File: config.mk
export PLATFORM = sky130hd
export DESIGN_NAME = alu_result_stage_flat
export DESIGN_NICKNAME = d
export VERILOG_FILES = /design/src/rtl/alu_result_stage_if.sv /design/src/rtl/alu_result_stage.sv /design/src/flat_wrapper.sv
export SDC_FILE = /design/constraint.sdc
export NUM_CORES = 1
export LEC_CHECK = 0
export CAP_MARGIN = 20
export CORE_UTILIZATION = 40
export DETAILED_ROUTE_END_ITERATION = 10
export GPL_ROUTABILITY_DRIVEN = 0
export HOLD_SLACK_MARGIN = 0.15
export PLACE_DENSITY = 0.66
export SLEW_MARGIN = 10
export SYNTH_ARGS = -nofsm -noshare
export SYNTH_HDL_FRONTEND = slang
export SYNTH_SLANG_ARGS = --single-unit
File: constraint.sdc
create_clock -name clk -period 2.13 [get_ports clk]
set_input_delay 0.426 -clock clk [delete_from_list [all_inputs] [get_ports clk]]
set_output_delay 0.426 -clock clk [all_outputs]
set_load 0.03 [all_outputs]
File: src/rtl/alu_result_stage_if.sv
// Handshake bundle between the adder, the result stage and its consumer.
// Both sides use valid/ready: a transfer happens on a rising clock edge
// where valid and ready are both high. A producer keeps valid and data
// stable until ready is seen. Ready never depends on valid in the same cycle.
interface alu_result_stage_if #(
  parameter int DATA_W = 32
);
  logic              in_valid;
  logic              in_ready;
  logic [DATA_W-1:0] in_s;
  logic              in_cary;
  logic              in_of;
  logic              in_eq;

  logic              out_valid;
  logic              out_ready;
  logic [DATA_W-1:0] out_s;
  logic              out_cary;
  logic              out_of;
  logic              out_eq;

  // Result stage view: consumes in_*, produces out_*.
  modport slave (
    input  in_valid, in_s, in_cary, in_of, in_eq, out_ready,
    output in_ready, out_valid, out_s, out_cary, out_of, out_eq
  );

  // Environment view: the adder side and the consumer side together.
  modport master (
    output in_valid, in_s, in_cary, in_of, in_eq, out_ready,
    input  in_ready, out_valid, out_s, out_cary, out_of, out_eq
  );
endinterface

File: src/rtl/alu_result_stage.sv
// Registered output stage behind the 32-bit adder: a 2-entry in-order
// buffer with valid/ready on both sides, plus sticky carry/overflow bits
// and a saturating overflow-event counter.
module alu_result_stage #(
  parameter int DATA_W = 32,
  parameter int CNT_W  = 8
) (
  input  logic             clk,
  input  logic             rst_n,
  alu_result_stage_if.slave bus,
  input  logic             clr_sticky,
  output logic             sticky_cary,
  output logic             sticky_of,
  output logic [CNT_W-1:0] of_count
);
  localparam int ENT_W = DATA_W + 3;

  logic [ENT_W-1:0] r_mem [2];
  logic             r_wr_ptr;
  logic             r_rd_ptr;
  logic [1:0]       r_occ;
  logic             r_sticky_cary;
  logic             r_sticky_of;
  logic [CNT_W-1:0] r_of_count;

  logic             w_push;
  logic             w_pop;
  logic             w_in_ready;
  logic             w_out_valid;
  logic [ENT_W-1:0] w_wr_data;
  logic [ENT_W-1:0] w_head;
  logic             w_of_evt;
  logic             w_cary_evt;

  // Handshake flags come only from registered occupancy, so ready has no
  // path from out_ready and nothing on the outputs follows an input directly.
  always_comb begin
    w_in_ready  = (r_occ != 2'd2);
    w_out_valid = (r_occ != 2'd0);
    w_push      = bus.in_valid & w_in_ready;
    w_pop       = w_out_valid & bus.out_ready;
    w_wr_data   = {bus.in_s, bus.in_cary, bus.in_of, bus.in_eq};
    w_head      = r_mem[r_rd_ptr];
    w_of_evt    = w_push & bus.in_of;
    w_cary_evt  = w_push & bus.in_cary;
  end

  // Storage and pointers; reset wipes the entries so out_* read zero.
  always_ff @(posedge clk or negedge rst_n) begin
    if (!rst_n) begin
      for (int i = 0; i < 2; i++) r_mem[i] <= '0;
      r_wr_ptr <= 1'b0;
      r_rd_ptr <= 1'b0;
    end else begin
      if (w_push) begin
        r_mem[r_wr_ptr] <= w_wr_data;
        r_wr_ptr        <= ~r_wr_ptr;
      end
      if (w_pop) r_rd_ptr <= ~r_rd_ptr;
    end
  end

  // Occupancy: push and pop together leave it unchanged.
  always_ff @(posedge clk or negedge rst_n) begin
    if (!rst_n) begin
      r_occ <= 2'd0;
    end else if (w_push && !w_pop) begin
      r_occ <= r_occ + 2'd1;
    end else if (w_pop && !w_push) begin
      r_occ <= r_occ - 2'd1;
    end
  end

  // Sticky status and counter follow pushes; a clear in the same cycle as
  // a push keeps that push's contribution.
  always_ff @(posedge clk or negedge rst_n) begin
    if (!rst_n) begin
      r_sticky_cary <= 1'b0;
      r_sticky_of   <= 1'b0;
      r_of_count    <= '0;
    end else if (clr_sticky) begin
      r_sticky_cary <= w_cary_evt;
      r_sticky_of   <= w_of_evt;
      r_of_count    <= w_of_evt ? CNT_W'(1) : '0;
    end else begin
      r_sticky_cary <= r_sticky_cary | w_cary_evt;
      r_sticky_of   <= r_sticky_of | w_of_evt;
      if (w_of_evt && (r_of_count != {CNT_W{1'b1}}))
        r_of_count <= r_of_count + CNT_W'(1);
    end
  end

  assign bus.in_ready  = w_in_ready;
  assign bus.out_valid = w_out_valid;
  assign bus.out_s     = w_head[ENT_W-1:3];
  assign bus.out_cary  = w_head[2];
  assign bus.out_of    = w_head[1];
  assign bus.out_eq    = w_head[0];
  assign sticky_cary   = r_sticky_cary;
  assign sticky_of     = r_sticky_of;
  assign of_count      = r_of_count;
endmodule
File: src/flat_wrapper.sv
// flat-port wrapper written by rule: the top's interface ports become plain ports
module alu_result_stage_flat 
#(
  parameter int DATA_W = 32,
  parameter int CNT_W  = 8
)
  (clk, rst_n, clr_sticky, sticky_cary, sticky_of, of_count, bus_in_valid, bus_in_s, bus_in_cary, bus_in_of, bus_in_eq, bus_out_ready, bus_in_ready, bus_out_valid, bus_out_s, bus_out_cary, bus_out_of, bus_out_eq);
  alu_result_stage_if #(.DATA_W(DATA_W)) bus_i ();
  input  logic clk;
  input  logic rst_n;
  input  logic clr_sticky;
  output logic sticky_cary;
  output logic sticky_of;
  output logic [CNT_W-1:0] of_count;
  input wire logic [$bits(bus_i.in_valid)-1:0] bus_in_valid;
  input wire logic [$bits(bus_i.in_s)-1:0] bus_in_s;
  input wire logic [$bits(bus_i.in_cary)-1:0] bus_in_cary;
  input wire logic [$bits(bus_i.in_of)-1:0] bus_in_of;
  input wire logic [$bits(bus_i.in_eq)-1:0] bus_in_eq;
  input wire logic [$bits(bus_i.out_ready)-1:0] bus_out_ready;
  output wire logic [$bits(bus_i.in_ready)-1:0] bus_in_ready;
  output wire logic [$bits(bus_i.out_valid)-1:0] bus_out_valid;
  output wire logic [$bits(bus_i.out_s)-1:0] bus_out_s;
  output wire logic [$bits(bus_i.out_cary)-1:0] bus_out_cary;
  output wire logic [$bits(bus_i.out_of)-1:0] bus_out_of;
  output wire logic [$bits(bus_i.out_eq)-1:0] bus_out_eq;
  assign bus_i.in_valid = bus_in_valid;
  assign bus_i.in_s = bus_in_s;
  assign bus_i.in_cary = bus_in_cary;
  assign bus_i.in_of = bus_in_of;
  assign bus_i.in_eq = bus_in_eq;
  assign bus_i.out_ready = bus_out_ready;
  assign bus_in_ready = bus_i.in_ready;
  assign bus_out_valid = bus_i.out_valid;
  assign bus_out_s = bus_i.out_s;
  assign bus_out_cary = bus_i.out_cary;
  assign bus_out_of = bus_i.out_of;
  assign bus_out_eq = bus_i.out_eq;
  alu_result_stage #(.DATA_W(DATA_W), .CNT_W(CNT_W)) u_core (.clk(clk), .rst_n(rst_n), .bus(bus_i), .clr_sticky(clr_sticky), .sticky_cary(sticky_cary), .sticky_of(sticky_of), .of_count(of_count));
endmodule
Word level (Yosys, flattened, before mapping) --
Index checks and enable logic that the tools add are counted.
Operators by class: $add $sub $neg 3, mux-type cells 13, reductions and logical operators 9, equal/unequal tests 2, shift operators 0, bitwise operators 10, order comparisons 3, $mul 0, div/mod/pow operators 0
Operator list (number):
- $mux 35 | 4
- $bwmux 70 | 1
- $demux 35 s1 | 1
- $mux 8 | 2
- $add 8x1->8 const B | 1
- $ne 8x8->1 const B | 1
- $reduce_bool 2->1 | 3
- $and 1x1->1 | 4
- $ge 2x2->1 const B | 2
- $logic_and 1x1->1 | 4
- $mux 2 | 2
- $not 1->2 | 2
- $mux 1 | 3
- $add 2x1->2 const B | 1
- $logic_not 1->1 | 2
- $lt 2x1->1 const B | 1
- $ne 2x2->1 const B | 1
- $not 1->1 | 2
- $or 1x1->1 | 2
- $sub 2x1->2 const B | 1
Storage, ports and cells: bits in read-only memories 0, memory bits (writable) 0, flip-flop bits (word level) 84, output and inout port bits 47, word-level logic and storage cells 48, memories 0, latch bits 0

Longest topological paths before layout --
depth after elaboration 6, mapped depth 8, mapped depth without buffers 8

Least setup slack after synthesis --
Ideal clock, no wire load.
path type reg2out, from register u_core.r_rd_ptr, to output port bus_out_s[10], path slack 0.426 ns, cell stages (with the launch flop) 4, path buffers 2, arrival 1.278 ns, required time 1.704 ns, cell sequence dfrtp_1 -> buf_2 -> buf_1 -> mux2_2
Between the ends: longest elaborated chain between the ends 4
Ends and longest elaborated chain:
- start: declaration | line alu_result_stage.sv:20 | logic r_rd_ptr;
- start signal: assignment | line alu_result_stage.sv:59 | if (w_pop) r_rd_ptr <= ~r_rd_ptr;
- $not 1->2 (implied by the code) | line alu_result_stage.sv:43 | w_head = r_mem[r_rd_ptr];
- $mux 35 (implied by the code) (3 in series) | line alu_result_stage.sv:43
- end: declaration | line flat_wrapper.sv:23 | output wire logic [$bits(bus_i.out_s)-1:0] bus_out_s;
No other way between the ends. The select of a mux whose other input is x is not followed.

Worst setup path in the final report --
from register u_core.r_rd_ptr, to output port bus_out_s[15]
The elaborated chain is that of the path after synthesis.

==> out/metrics.cfg <==
[status]
outcome = complete, no violations

[sta]
timing.fmax_ghz = 0.485
timing.final.ws_setup_ns = 0.0671
timing.hold.ws_ns = 0.487
final_hold_viol_count = 0
setup_viol = 0
period_share_pct = 96.8
relSlewSlack_pct = 64.7
tns_ns = 0
rsz0062_at_grt = false
drv_slew = 0
skew_ns = 0.00841
tightest_slew_ns = 0.530
min_period_ns = 2.06

[die]
die_x_um = 101
die_y_um = 101
die_area_um2 = 10100
num_rows = 35
core_um2 = 9330
pin_count = 87
start_util_pct = 41.6

[global_route]
grt_usage_pct = 15.8
grt_pass1_wl_mm = 12.2
grt_overflow = 0
grt_pass1_vias = 2481
grt_antenna_before_repair = 0
grt_max_degree = 45

[worst_setup_path]
critPathSlowestCell = dfrtp_2
cp-end-kind = output port
critPathBufInv = 2
path_class = flip-flop to output port
slowest_delay_ns = 0.42
path_cells = buf_12 > mux2_2 > clkdlybuf4s15_1
arrival_ns = 1.64
crit_family = buffers and inverters
startpoint_type = flip-flop
cp.required_ns = 1.70
crit_path_max_fanout = 18

[routing]
ant_nets = 0
wl_mm = 7.37
drt-pass1-iter-count = 4
vias_per_cell = 4.88
wire_per_inst_um = 15.0
vias = 2391
drt_iter0_markers = 43
drc = 0

[finish]
final_util_pct = 55.0
num_antenna_cells = 0
drive_gt1_share_pct = 37.1
design_area_um2 = 5130
layout.nets = 398
area_delta_synth_final_pct = 32.1
n_fill_cell = 802

[place]
dpl.hpwl_mm = 5.05
place_area_um2 = 4970
place_ws_ns = 0.127
port_buffers = 86

[clocking]
cts_sinks = 84
cts.path.max_buffers = 2
h-tree-depth = 3
cts-root-buf = clkbuf_8
cts_made_buffers = 9
clk_latency_ns = 0.34
clkTransAtPathRegs_ns = 0.08
cts_tree = yes

[synth]
netlist_area_um2 = 3880
synth_edf_count = 0
synthArstFlopShare_pct = 100
yosysSeqAreaShare_pct = 54.1
dominantRegCellSynth = dfrtp_1
synth_seq_cells = 84
avgSynthCellArea_um2 = 14.8
ys_types = 37
synthCells = 262
yosysWarnings = 0
syn_nets = 304

[hold_path]
min_path_type = flip-flop to flip-flop

[flow_run]
cap_violations = 0

[pwr]
power.density_nw_per_um2 = 1640
vdd_ir_drop_max_mv = 0.795
p_leak_uw = 0.00225

[synthesized netlist by cell type (3+ instances only)]
library cell	instances	area [um2]
nor3_1	3	15.0
dfrtp_1	84	2100
nor2_1	8	30.0
mux2_4	30	450
nand2_1	6	22.5
mux2_1	21	236
nand3_1	4	20.0
mux2_2	55	619
nor4_1	3	18.8
inv_1	4	15.0
buf_4	3	22.5
a21oi_1	5	25.0
buf_6	3	33.8
xnor2_1	3	26.3
[metrics by stage]
| stage | cells | power [uW] |
|---|---|---|
| final | 490 | 8410 |
| after detailed placement | 473 | 7590 |
| after CTS | 490 | 8520 |
| after floorplan | 262 | 5910 |
| after global routing | 490 | 8890 |
| after global placement | 473 | 7520 |
[cell type report]
class	count	area [um2]	area share, %
Inverter	6	27.5	0.536
Multi-Input combinational cell	161	1680	32.7
Timing Repair Buffer	94	926	18.0
Sequential cell	84	2100	41.0
Clock buffer	11	151	2.95
Clock inverter	5	83.8	1.63
Tap cell	129	161	3.15
[worst register-to-register path, cell delays in order (launching register included)]
cell and delay, ns:
dfrtp_1 0.45, nor2b_4 0.23, clkinv_4 0.11, nand2_4 0.11, inv_2 0.07, nand2_4 0.14, buf_12 0.20, mux2_2 0.36
[per-layer routing]
metal / part of all wire [%] / wire [um] / vias up / GRT usage (%)
met3: 6.6 / 486 / 7 / 6.31
met5: 0 / 0 / - / 0
met4: 0.54 / 40 / 0 / 3.34
met2: 46 / 3360 / 71 / 24.6
met1: 47 / 3490 / 1196 / 20.9
li1: - / - / 1117 / -
[kinds of logic (layout without fill, tap and decap cells)]
| logic type | Yosys count | in the layout | synth area share, % |
|---|---|---|---|
| and+or+nand+nor | 35 | 35 | 5.44 |
| xor gates and xnor gates | 5 | 5 | 1.13 |
| buffers and inverters | 17 | 116 | 2.71 |
| DFF | 84 | 84 | 54.1 |
| AOI/OAI and AO/OA | 11 | 11 | 1.84 |
| adders and majority gates | 2 | 2 | 0.644 |
| muxes | 108 | 108 | 34.1 |
[flip-flops by register name, indices dropped and copies added (netlist names)]
register,count
u_core.r_rd_ptr,1
u_core.r_wr_ptr,1
u_core.r_occ,2
u_core.r_mem,70
u_core.of_count,8
u_core.sticky_cary,1
u_core.sticky_of,1
[what timing repair did]
action | 4_1_cts | 5_1_grt
endpoints found under the hold margin | 40 | 0
setup buffers | 0 | 0
setup endpoints to repair | 37 | 31
gates resized for setup | 37 | 46
gates cloned | 0 | 0
hold buffers | 1 | 0
[cells in the final DEF, fill, tap and decap left out, types with 2 or more instances in the layout]
cell             count
clkinv_4             2
nand2_4              2
nand2_1              6
clkbuf_2            15
ha_1                 2
mux2i_1              2
dfrtp_1             83
bufinv_16            2
xnor2_1              3
dlygate4sd2_1        6
inv_1                4
clkbuf_8            11
mux2_4              30
a21oi_1              5
mux2_1              21
clkdlybuf4s50_1     48
nand3_1              4
clkdlybuf4s15_1     16
clkinvlp_4           2
mux2_2              55
xor2_1               2
or2_2                2
buf_12               7
nor3_1               3
nor4_1               3
nor2_1               8
[path summary, 6_finish.rpt]
path | start | end | slack (ns) | cells past startpoint
setup / recovery | u_core.r_rd_ptr | bus_out_s[15] | 0.07 | 3
hold / removal | u_core.r_mem[43] | u_core.r_mem[43] | 0.49 | 1
setup reg to reg | u_core.r_occ[0] | u_core.r_mem[4] | 0.35 | 7
hold reg to reg | u_core.r_mem[43] | u_core.r_mem[43] | 0.49 | 1
max in group asynchronous | rst_n | u_core.r_mem[24] | 0.92 | 3
min in group asynchronous | rst_n | u_core.r_mem[38] | 0.61 | 2
[report_power, final]
part	leakage [uW]	internal, uW	switching (uW)
Combinational	0.00113	2150	2220
Clock	0.000112	726	569
Sequential	0.00101	2340	400
Total	0.00225	5220	3190
No activity file was read; power rests on OpenSTA's default activity.
